<file path="config.mk">
export PLATFORM = sky130hd
export DESIGN_NAME = cpu_bus_capture_flat
export DESIGN_NICKNAME = d
export VERILOG_FILES = /design/src/rtl/cart_bus_pkg.sv /design/src/rtl/cpu_bus_capture_if.sv /design/src/rtl/cpu_bus_capture_sync_filter.sv /design/src/rtl/cpu_bus_capture.sv /design/src/flat_wrapper.sv
export SDC_FILE = /design/constraint.sdc
export NUM_CORES = 1
export LEC_CHECK = 0
export CAP_MARGIN = 20
export CORE_MARGIN = 4
export CORE_UTILIZATION = 45
export CTS_BUF_LIST = sky130_fd_sc_hd__clkbuf_16
export DETAILED_ROUTE_END_ITERATION = 8
export DONT_BUFFER_PORTS = 1
export HOLD_SLACK_MARGIN = 0.08
export SETUP_SLACK_MARGIN = 0.2
export SLEW_MARGIN = 20
export SYNTH_ARGS = -nofsm -noshare
export SYNTH_HDL_FRONTEND = slang
export SYNTH_SLANG_ARGS = --single-unit
</file>
<file path="constraint.sdc">
create_clock -name clk -period 2.8 [get_ports clk]
set_input_delay 0.84 -clock clk [delete_from_list [all_inputs] [get_ports clk]]
set_output_delay 0.84 -clock clk [all_outputs]
set_load 0.01 [all_outputs]
</file>
<file path="src/rtl/cart_bus_pkg.sv">
// Shared types for the cartridge CPU bus front-end.
package cart_bus_pkg;

    localparam int CPU_ADDR_W = 16;

    typedef enum logic [1:0] {
        IDLE,
        SETTLE,
        HIGH,
        LOW
    } bus_state_t;

    typedef struct packed {
        logic [CPU_ADDR_W-1:0] addr;
        logic [7:0]            data;
        logic                  rw;
    } cpu_txn_t;

endpackage

</file>
<file path="src/rtl/cpu_bus_capture_if.sv">
// Valid/ready transaction channel from the CPU bus capture stage to the mapper mux.
interface cpu_txn_if;
    import cart_bus_pkg::*;

    logic                  txn_valid;
    logic                  txn_ready;
    logic [CPU_ADDR_W-1:0] txn_addr;
    logic [7:0]            txn_data;
    logic                  txn_rw;

    modport master (output txn_valid, txn_addr, txn_data, txn_rw, input txn_ready);
    modport slave  (input txn_valid, txn_addr, txn_data, txn_rw, output txn_ready);
endinterface

</file>
<file path="src/rtl/cpu_bus_capture_sync_filter.sv">
// Multi-flop synchronizer plus run-length deglitcher; rise/fall/glitch are
// combinational and flag the cycle in which the filtered level is about to change.
module sync_filter #(
    parameter int SYNC_STAGES   = 2,
    parameter int FILTER_CYCLES = 3
) (
    input  logic clk,
    input  logic nreset,
    input  logic din,
    output logic level,
    output logic rise,
    output logic fall,
    output logic glitch
);
    logic [SYNC_STAGES-1:0] sync;
    logic [3:0]             cnt;
    logic                   synced;
    logic                   differ;
    logic                   flip;

    assign synced = sync[SYNC_STAGES-1];
    assign differ = synced != level;
    assign flip   = differ && (cnt == 4'(FILTER_CYCLES - 1));
    assign rise   = flip && !level;
    assign fall   = flip && level;
    // A run that ends before reaching the threshold was a glitch.
    assign glitch = !differ && (cnt != 4'd0);

    always_ff @(posedge clk) begin
        if (!nreset) begin
            sync  <= '0;
            cnt   <= '0;
            level <= 1'b0;
        end else begin
            sync[0] <= din;
            for (int i = 1; i < SYNC_STAGES; i++) sync[i] <= sync[i-1];
            if (flip) begin
                level <= ~level;
                cnt   <= '0;
            end else if (differ) begin
                cnt <= cnt + 4'd1;
            end else begin
                cnt <= '0;
            end
        end
    end
endmodule

</file>
<file path="src/rtl/cpu_bus_capture.sv">
// NES CPU bus capture: synchronizes the async bus, tracks M2 phases and emits
// one transaction per CPU cycle plus a post-fall SDRAM refresh pulse.
// Optional statistics counters: define CPU_BUS_STATS_EN.
module cpu_bus_capture
    import cart_bus_pkg::*;
#(
    parameter int SYNC_STAGES   = 2,
    parameter int FILTER_CYCLES = 3,
    parameter int RD_DELAY      = 2
) (
    input  logic                  clk,
    input  logic                  nreset,
    input  logic                  m2,
    input  logic [CPU_ADDR_W-1:0] cpu_addr,
    input  logic [7:0]            cpu_data,
    input  logic                  cpu_rw,
    cpu_txn_if.master             txn,
    output logic                  m2_level,
    output logic                  refresh,
    output logic                  overflow
`ifdef CPU_BUS_STATS_EN
    ,
    output logic [15:0]           stat_rd_cnt,
    output logic [15:0]           stat_wr_cnt,
    output logic [7:0]            stat_glitch_cnt
`endif
);
    logic m2_rise, m2_fall, m2_glitch;

    sync_filter #(
        .SYNC_STAGES  (SYNC_STAGES),
        .FILTER_CYCLES(FILTER_CYCLES)
    ) u_m2_filter (
        .clk   (clk),
        .nreset(nreset),
        .din   (m2),
        .level (m2_level),
        .rise  (m2_rise),
        .fall  (m2_fall),
        .glitch(m2_glitch)
    );

    // Address/data/rw only need plain sync flops; M2 phase decides when to sample them.
    cpu_txn_t                   bus_raw;
    cpu_txn_t [SYNC_STAGES-1:0] bus_sync;
    cpu_txn_t                   bus;

    assign bus_raw = '{addr: cpu_addr, data: cpu_data, rw: cpu_rw};
    assign bus     = bus_sync[SYNC_STAGES-1];

    always_ff @(posedge clk) begin
        if (!nreset) begin
            bus_sync <= '0;
        end else begin
            bus_sync[0] <= bus_raw;
            for (int i = 1; i < SYNC_STAGES; i++) bus_sync[i] <= bus_sync[i-1];
        end
    end

    bus_state_t            state, state_nxt;
    logic [7:0]            dly;
    logic [CPU_ADDR_W-1:0] cap_addr;
    logic                  cap_rw;
    logic                  load_dly, latch_cap, emit_rd, emit_wr;

    always_ff @(posedge clk) begin
        if (!nreset) state <= IDLE;
        else         state <= state_nxt;
    end

    always_comb begin
        state_nxt = state;
        unique case (state)
            IDLE:    if (m2_rise) state_nxt = SETTLE;
            SETTLE:  if (m2_fall) state_nxt = IDLE;
                     else if (dly == 8'd0) state_nxt = HIGH;
            HIGH:    if (m2_fall) state_nxt = LOW;
            LOW:     state_nxt = m2_rise ? SETTLE : IDLE;
            default: state_nxt = IDLE;
        endcase
    end

    always_comb begin
        load_dly  = m2_rise && (state == IDLE || state == LOW);
        latch_cap = (state == SETTLE) && !m2_fall && (dly == 8'd0);
        emit_rd   = latch_cap && bus.rw;
        emit_wr   = (state == LOW) && !cap_rw;
    end

    always_ff @(posedge clk) begin
        if (!nreset) begin
            dly           <= '0;
            cap_addr      <= '0;
            cap_rw        <= 1'b1;
            txn.txn_valid <= 1'b0;
            txn.txn_addr  <= '0;
            txn.txn_data  <= '0;
            txn.txn_rw    <= 1'b0;
            overflow      <= 1'b0;
        end else begin
            if (load_dly)                         dly <= 8'(RD_DELAY);
            else if (state == SETTLE && dly != 0) dly <= dly - 8'd1;
            if (latch_cap) begin
                cap_addr <= bus.addr;
                cap_rw   <= bus.rw;
            end
            if (emit_rd || emit_wr) begin
                txn.txn_valid <= 1'b1;
                txn.txn_addr  <= emit_rd ? bus.addr : cap_addr;
                txn.txn_data  <= emit_rd ? 8'h00 : bus.data;
                txn.txn_rw    <= emit_rd;
                if (txn.txn_valid && !txn.txn_ready) overflow <= 1'b1;
            end else if (txn.txn_valid && txn.txn_ready) begin
                txn.txn_valid <= 1'b0;
            end
        end
    end

    // Refresh fires two cycles after the filtered fall; back-to-back falls merge.
    logic [1:0] ref_pipe;

    always_ff @(posedge clk) begin
        if (!nreset) begin
            ref_pipe <= '0;
            refresh  <= 1'b0;
        end else begin
            ref_pipe <= {ref_pipe[0], m2_fall};
            refresh  <= ref_pipe[1] && !refresh;
        end
    end

`ifdef CPU_BUS_STATS_EN
    always_ff @(posedge clk) begin
        if (!nreset) begin
            stat_rd_cnt     <= '0;
            stat_wr_cnt     <= '0;
            stat_glitch_cnt <= '0;
        end else begin
            if (emit_rd)   stat_rd_cnt     <= stat_rd_cnt + 16'd1;
            if (emit_wr)   stat_wr_cnt     <= stat_wr_cnt + 16'd1;
            if (m2_glitch) stat_glitch_cnt <= stat_glitch_cnt + 8'd1;
        end
    end
`else
    logic unused_glitch;
    assign unused_glitch = m2_glitch;
`endif
endmodule
</file>
<file path="src/flat_wrapper.sv">
// flat-port wrapper written by rule: the top's interface ports become plain ports
module cpu_bus_capture_flat import cart_bus_pkg::*;
#(
    parameter int SYNC_STAGES   = 2,
    parameter int FILTER_CYCLES = 3,
    parameter int RD_DELAY      = 2
)
  (clk, nreset, m2, cpu_addr, cpu_data, cpu_rw, m2_level, refresh, overflow, txn_txn_valid, txn_txn_addr, txn_txn_data, txn_txn_rw, txn_txn_ready);
  cpu_txn_if txn_i ();
  input  logic clk;
  input  logic nreset;
  input  logic m2;
  input  logic [CPU_ADDR_W-1:0] cpu_addr;
  input  logic [7:0] cpu_data;
  input  logic cpu_rw;
  output logic m2_level;
  output logic refresh;
  output logic overflow;
  output wire logic [$bits(txn_i.txn_valid)-1:0] txn_txn_valid;
  output wire logic [$bits(txn_i.txn_addr)-1:0] txn_txn_addr;
  output wire logic [$bits(txn_i.txn_data)-1:0] txn_txn_data;
  output wire logic [$bits(txn_i.txn_rw)-1:0] txn_txn_rw;
  input wire logic [$bits(txn_i.txn_ready)-1:0] txn_txn_ready;
  assign txn_txn_valid = txn_i.txn_valid;
  assign txn_txn_addr = txn_i.txn_addr;
  assign txn_txn_data = txn_i.txn_data;
  assign txn_txn_rw = txn_i.txn_rw;
  assign txn_i.txn_ready = txn_txn_ready;
  cpu_bus_capture #(.SYNC_STAGES(SYNC_STAGES), .FILTER_CYCLES(FILTER_CYCLES), .RD_DELAY(RD_DELAY)) u_core (.clk(clk), .nreset(nreset), .m2(m2), .cpu_addr(cpu_addr), .cpu_data(cpu_data), .cpu_rw(cpu_rw), .txn(txn_i), .m2_level(m2_level), .refresh(refresh), .overflow(overflow));
endmodule
</file>
### Word level (Yosys, flattened, before mapping)

Index checks and enable logic that the tools add are counted.

* input port bits: 29
* register bits: 114

* equal/unequal tests: 8
* reduce and logical (&&, ||, !) cells: 28
* add/sub/neg operators: 2
* muxes and demuxes: 12
* bitwise gates (word level): 3

Operator list (count)
* two-way mux 16 bit: 1
* logical AND 1 bit: 12
* two-way mux 2 bit: 6
* logical NOT 8 bit: 1
* two-way mux 8 bit: 1
* one-hot mux 2 bit (4 select lines): 1
* nonzero test 8 bit: 1
* subtractor 8 x 1 -> 8 bit (second input constant): 1
* logical NOT 1 bit: 5
* adder 4 x 1 -> 4 bit (second input constant): 1
* == test 2 bit (second input constant): 2
* == test 4 x 2 -> 1 bit (second input constant): 1
* != test 2 x 1 -> 1 bit (second input constant): 2
* nonzero test 2 bit: 2
* two-way mux 1 bit: 3
* != test 3 x 2 -> 1 bit (second input constant): 1
* inverter 1 bit: 3
* AND reduction 3 bit: 1
* OR reduction 3 bit: 1
* == test 2 x 1 -> 1 bit (second input constant): 1
* logical NOT 2 bit: 1
* logical OR 1 bit: 2
* AND reduction 2 bit: 1
* OR reduction 2 bit: 1
* != test 1 bit: 1

### Logic depth before layout (Yosys ltp)

* word-level depth: 9
* gate-level depth with buffers: 9
* mapped depth without buffers: 6

### Cells and area by module

A second synthesis with hierarchy kept.

* cell total of the unflattened synthesis: 407
* area, all modules: 4038.9 um^2

By module, submodules not included
* cpu_bus_capture: instances 1, area each 3734.8 um^2, cells an instance 376
* sync_filter: instances 1, area each 304.0 um^2, cells an instance 31

### Worst setup path before layout

Ideal clock, no wire load.

* path type: reg2reg
* start: register u_core.dly[0]
* end: register u_core.txn.txn_addr[10]
* data arrival time: 1.971 ns
* slack: 0.770 ns
* stages on the path, launching flop included: 10
* cell sequence: dfxtp_1 > inv_1 > ha_1 > or3b_2 > buf_2 > or2_1 > buf_6 > buf_6 > o311ai_1 > o211a_1

* cells in the longest elaborated chain, start to end: 4
* elaborated cells on any way between the ends: 5

RTL lines
* start, declared: line cpu_bus_capture.sv:61 `logic [7:0] dly;`
* start signal, assigned: line cpu_bus_capture.sv:101 `if (load_dly) dly <= 8'(RD_DELAY);`
* start signal, assigned: line cpu_bus_capture.sv:102 `else if (state == SETTLE && dly != 0) dly <= dly - 8'd1;`
* logical NOT 8 bit *: line cpu_bus_capture.sv:85 `latch_cap = (state == SETTLE) && !m2_fall && (dly == 8'd0);`
* logical AND 1 bit *: line cpu_bus_capture.sv:85
* logical AND 1 bit *: line cpu_bus_capture.sv:86 `emit_rd = latch_cap && bus.rw;`
* two-way mux 16 bit or logical OR 1 bit (tied branches): line cpu_bus_capture.sv:109, cpu_bus_capture.sv:107
* end signal, assigned: line cpu_bus_capture.sv:109 `txn.txn_addr <= emit_rd ? bus.addr : cap_addr;`
* end, declared: line cpu_bus_capture_if.sv:11 `modport master (output txn_valid, txn_addr, txn_data, txn_rw, input txn_ready);`

Mark *: on every way between the ends. The rest lies on a longest branch, timed or not.
A chain may end at the register's enable or synchronous reset.

### Worst setup path in the final report

* start: register u_core.dly[0]
* end: register u_core.txn.txn_addr[13]

Same word-level chain as after synthesis.

==> metrics <==
ranking of synthesized cells by area dfxtp_1 (54%), and2_1 (7.8%), nand2_1 (4.9%); Yosys top cell area share 53.88%; DR vias 2,969; Synth top cells by count dfxtp_1 (114), nand2_1 (55), and2_1 (53); simple logic cell fraction of the synthesized area 20.50%; drt total wl 8531 um; ys async rst share 0%; sequential-to-total area share from yosys stat 53.88%; distinct cell type count after synthesis 45; CP arrival 2700 ps; area fraction in compound gates after synthesis 17.22%; met3 GRT Util 6.300%; Pint 3098 uW; Detailed Place HPWL 5019 um; RePlAce Congestion 0.7181; Lkg Pwr 0.001927 uW; setup violators final 0; I/O Pins 58; Final Cycle Share 84.03%; CTS buffer count 17; yosys warns 0; sw frac 20.60%; Die Width 105.0 um; crit path launch type register; die area 11,030 um^2; Rows 35; routed length per instance 15.40 um; Setup TNS 0 ps; met1 global-route usage 19.31%; Root Buffer clkbuf_16; Psw 803.8 uW; XOR/XNOR Fraction of Synth Area 1.861%; count leader, synth dfxtp_1; Max Cap Viol 0; top_reg_cell synth dfxtp_1; WS Path Type register to register; vias in the first global route 2,744; Initial Util 46.05%; First-pass DRT Iterations 4; worst skew pair latency 400 ps; Clock Power Share 53.3%; Final min period 2353 ps; DR DRC count 0; grt met2 use 25.07%; Sequential Power Share 43.5%; Logic pwr share 3.2%; syn_nets 472; final core utilization 52.91%; number of diodes 0; Synth Area in Adders 2.659%; Iteration-0 DRC Markers 129; clk slew on worst S/H paths 50 ps; mux cell area share after synthesis 0%; number of flops mapped to enable cells by yosys 0; syn_area_per_cell 9.759 um^2; Seq cells post-synth 114; layout cell share with drive strength beyond 1 9.932%; Worst-Margin Slew 879.5 ps; RSZ-0062 raised after global routing no; post-synthesis cell count 434; CP endpoint kind register; Worst Path Max Fanout 21; initial antenna violation count 0; largest net degree at the start of global routing 95; status complete, no violations; core area 9196 um^2; CTS tree done; PortBufs 0; VDD IR max 0.3595 mV; Via density 5.359; relative slew slack 41.36%; clk buf depth 2; Num Clock Sinks 114; hold crit path type register to register; postcts setup bufs 0; Synth area leader dfxtp_1; Final Max Slew Viols 0; Final ANT Viol Nets 0; largest family of logic cells by synthesized area simple AND/OR/NAND/NOR gates; post-CTS sizing 0; gr busiest metal met2; Mapped Area 4235 um^2; Critical Path RT 3150 ps; Final #Nets 468; P per Cell Area 801.8 nW/um^2; Fmax achieved 425.0 MHz; wire length of the first global-routing pass 13,930 um; All-Layer GR Usage 15.99%; cts hold-fix bufs 0; Final Hold Viols 0; total grt overflow 0; Die Y 105.0 um; Max Clock Skew 6.022 ps; H-tree depth 4; area delta synth->final 14.89%
## registers in the layout (all words and copies together) (netlist names), named ones only
register and count:
u_core.bus 25, u_core.bus_sync 25, u_core.cap_addr 16, u_core.txn.txn_addr 16, u_core.dly 8, u_core.txn.txn_data 8, u_core.u_m2_filter.cnt 4, u_core.ref_pipe 2
u_core.u_m2_filter.sync 2, u_core.cap_rw 1, u_core.overflow 1, u_core.refresh 1, u_core.state 1, u_core.txn.txn_rw 1, u_core.txn.txn_valid 1, u_core.u_m2_filter.level 1
## critical path, stage by stage (launching register included)
cell and delay (ps):
dfxtp_1 310, inv_1 110, ha_1 170, or3b_2 540, or2_2 500, buf_4 240
o311ai_1 250, o211a_1 180
## cell families (layout without fill, tap and decap cells)
group,Yosys count,in the layout
flip-flops,114,114
XOR/XNOR,9,9
AND/OR/NAND/NOR,168,168
buffers and inverters,37,46
AO/OA/AOI/OAI,97,97
adder cells (fa/ha/maj),9,9
## worst paths after layout
kind	depth (start not counted)	startpoint	slack [ps]	to
setup / recovery	7	u_core.dly[0]	450	u_core.txn.txn_addr[13]
hold / removal	2	u_core.ref_pipe[1]	420	u_core.refresh
setup reg to reg	7	u_core.dly[0]	450	u_core.txn.txn_addr[13]
hold reg to reg	2	u_core.ref_pipe[1]	420	u_core.refresh
## through the flow
step | setup WS [ps] | power, uW | instance area, um^2 | instances | hold slack, ps
6_report | 447.2 | 3902 | 4866 | 554 | 420.1
2_1_floorplan | 770.1 | 1837 | 4235 | 434 | 404.5
3_5_place_dp | 377.0 | 1856 | 4292 | 522 | 412.4
5_1_grt | 291.5 | 4050 | 4866 | 554 | 435.5
3_3_place_gp | 447.9 | 1852 | 4292 | 522 | 413.7
4_1_cts | 344.2 | 3951 | 4866 | 554 | 422.1
## power by group through the flow
stage | Sequential, uW | Clock [uW] | Combinational, uW
after floorplan | 1720 | 0 | 112
after global placement | 1730 | 0 | 122
after detailed placement | 1730 | 0 | 124
after CTS | 1700 | 2130 | 125
after global routing | 1700 | 2210 | 139
final | 1700 | 2080 | 124
## final cells by class
cell class | instances | area (um^2)
timing repair buffer | 7 | 52.55
clock buffer | 17 | 425.4
tap | 111 | 138.9
inverter | 7 | 26.28
fill | 856 | 4330
clock inverter | 15 | 148.9
multi-input combinational | 283 | 1792
sequential | 114 | 2282
## per-layer routing
metal	wire length (um)	share of wire (%)
met5	0	0
met4	171	2.0
met3	473	5.5
met2	4106	48
met1	3779	44
## placed cells by master, fill, tap and decap left out, drive strengths merged, types with 2 or more instances in the layout
| master | Yosys | final |
|---|---|---|
| dfxtp | 114 | 114 |
| nand2 | 55 | 55 |
| and2 | 53 | 53 |
| o21ai | 21 | 21 |
| nor2 | 21 | 21 |
| nand3 | 19 | 19 |
| a21oi | 17 | 17 |
| clkbuf | 24 | 17 |
| o311ai | 17 | 17 |
| o211a | 16 | 16 |
| a21boi | 15 | 15 |
| inv | 7 | 10 |
| ha | 9 | 9 |
| clkinv | 0 | 8 |
| xor2 | 7 | 7 |
| buf | 6 | 7 |
| nor2b | 4 | 4 |
| o211ai | 3 | 3 |
| bufinv | 0 | 3 |
| or3b | 2 | 2 |
| nand4 | 2 | 2 |
| nor4b | 2 | 2 |
| xnor2 | 2 | 2 |
| nand3b | 2 | 2 |
Note: power is estimated with default switching activity, not from simulation.
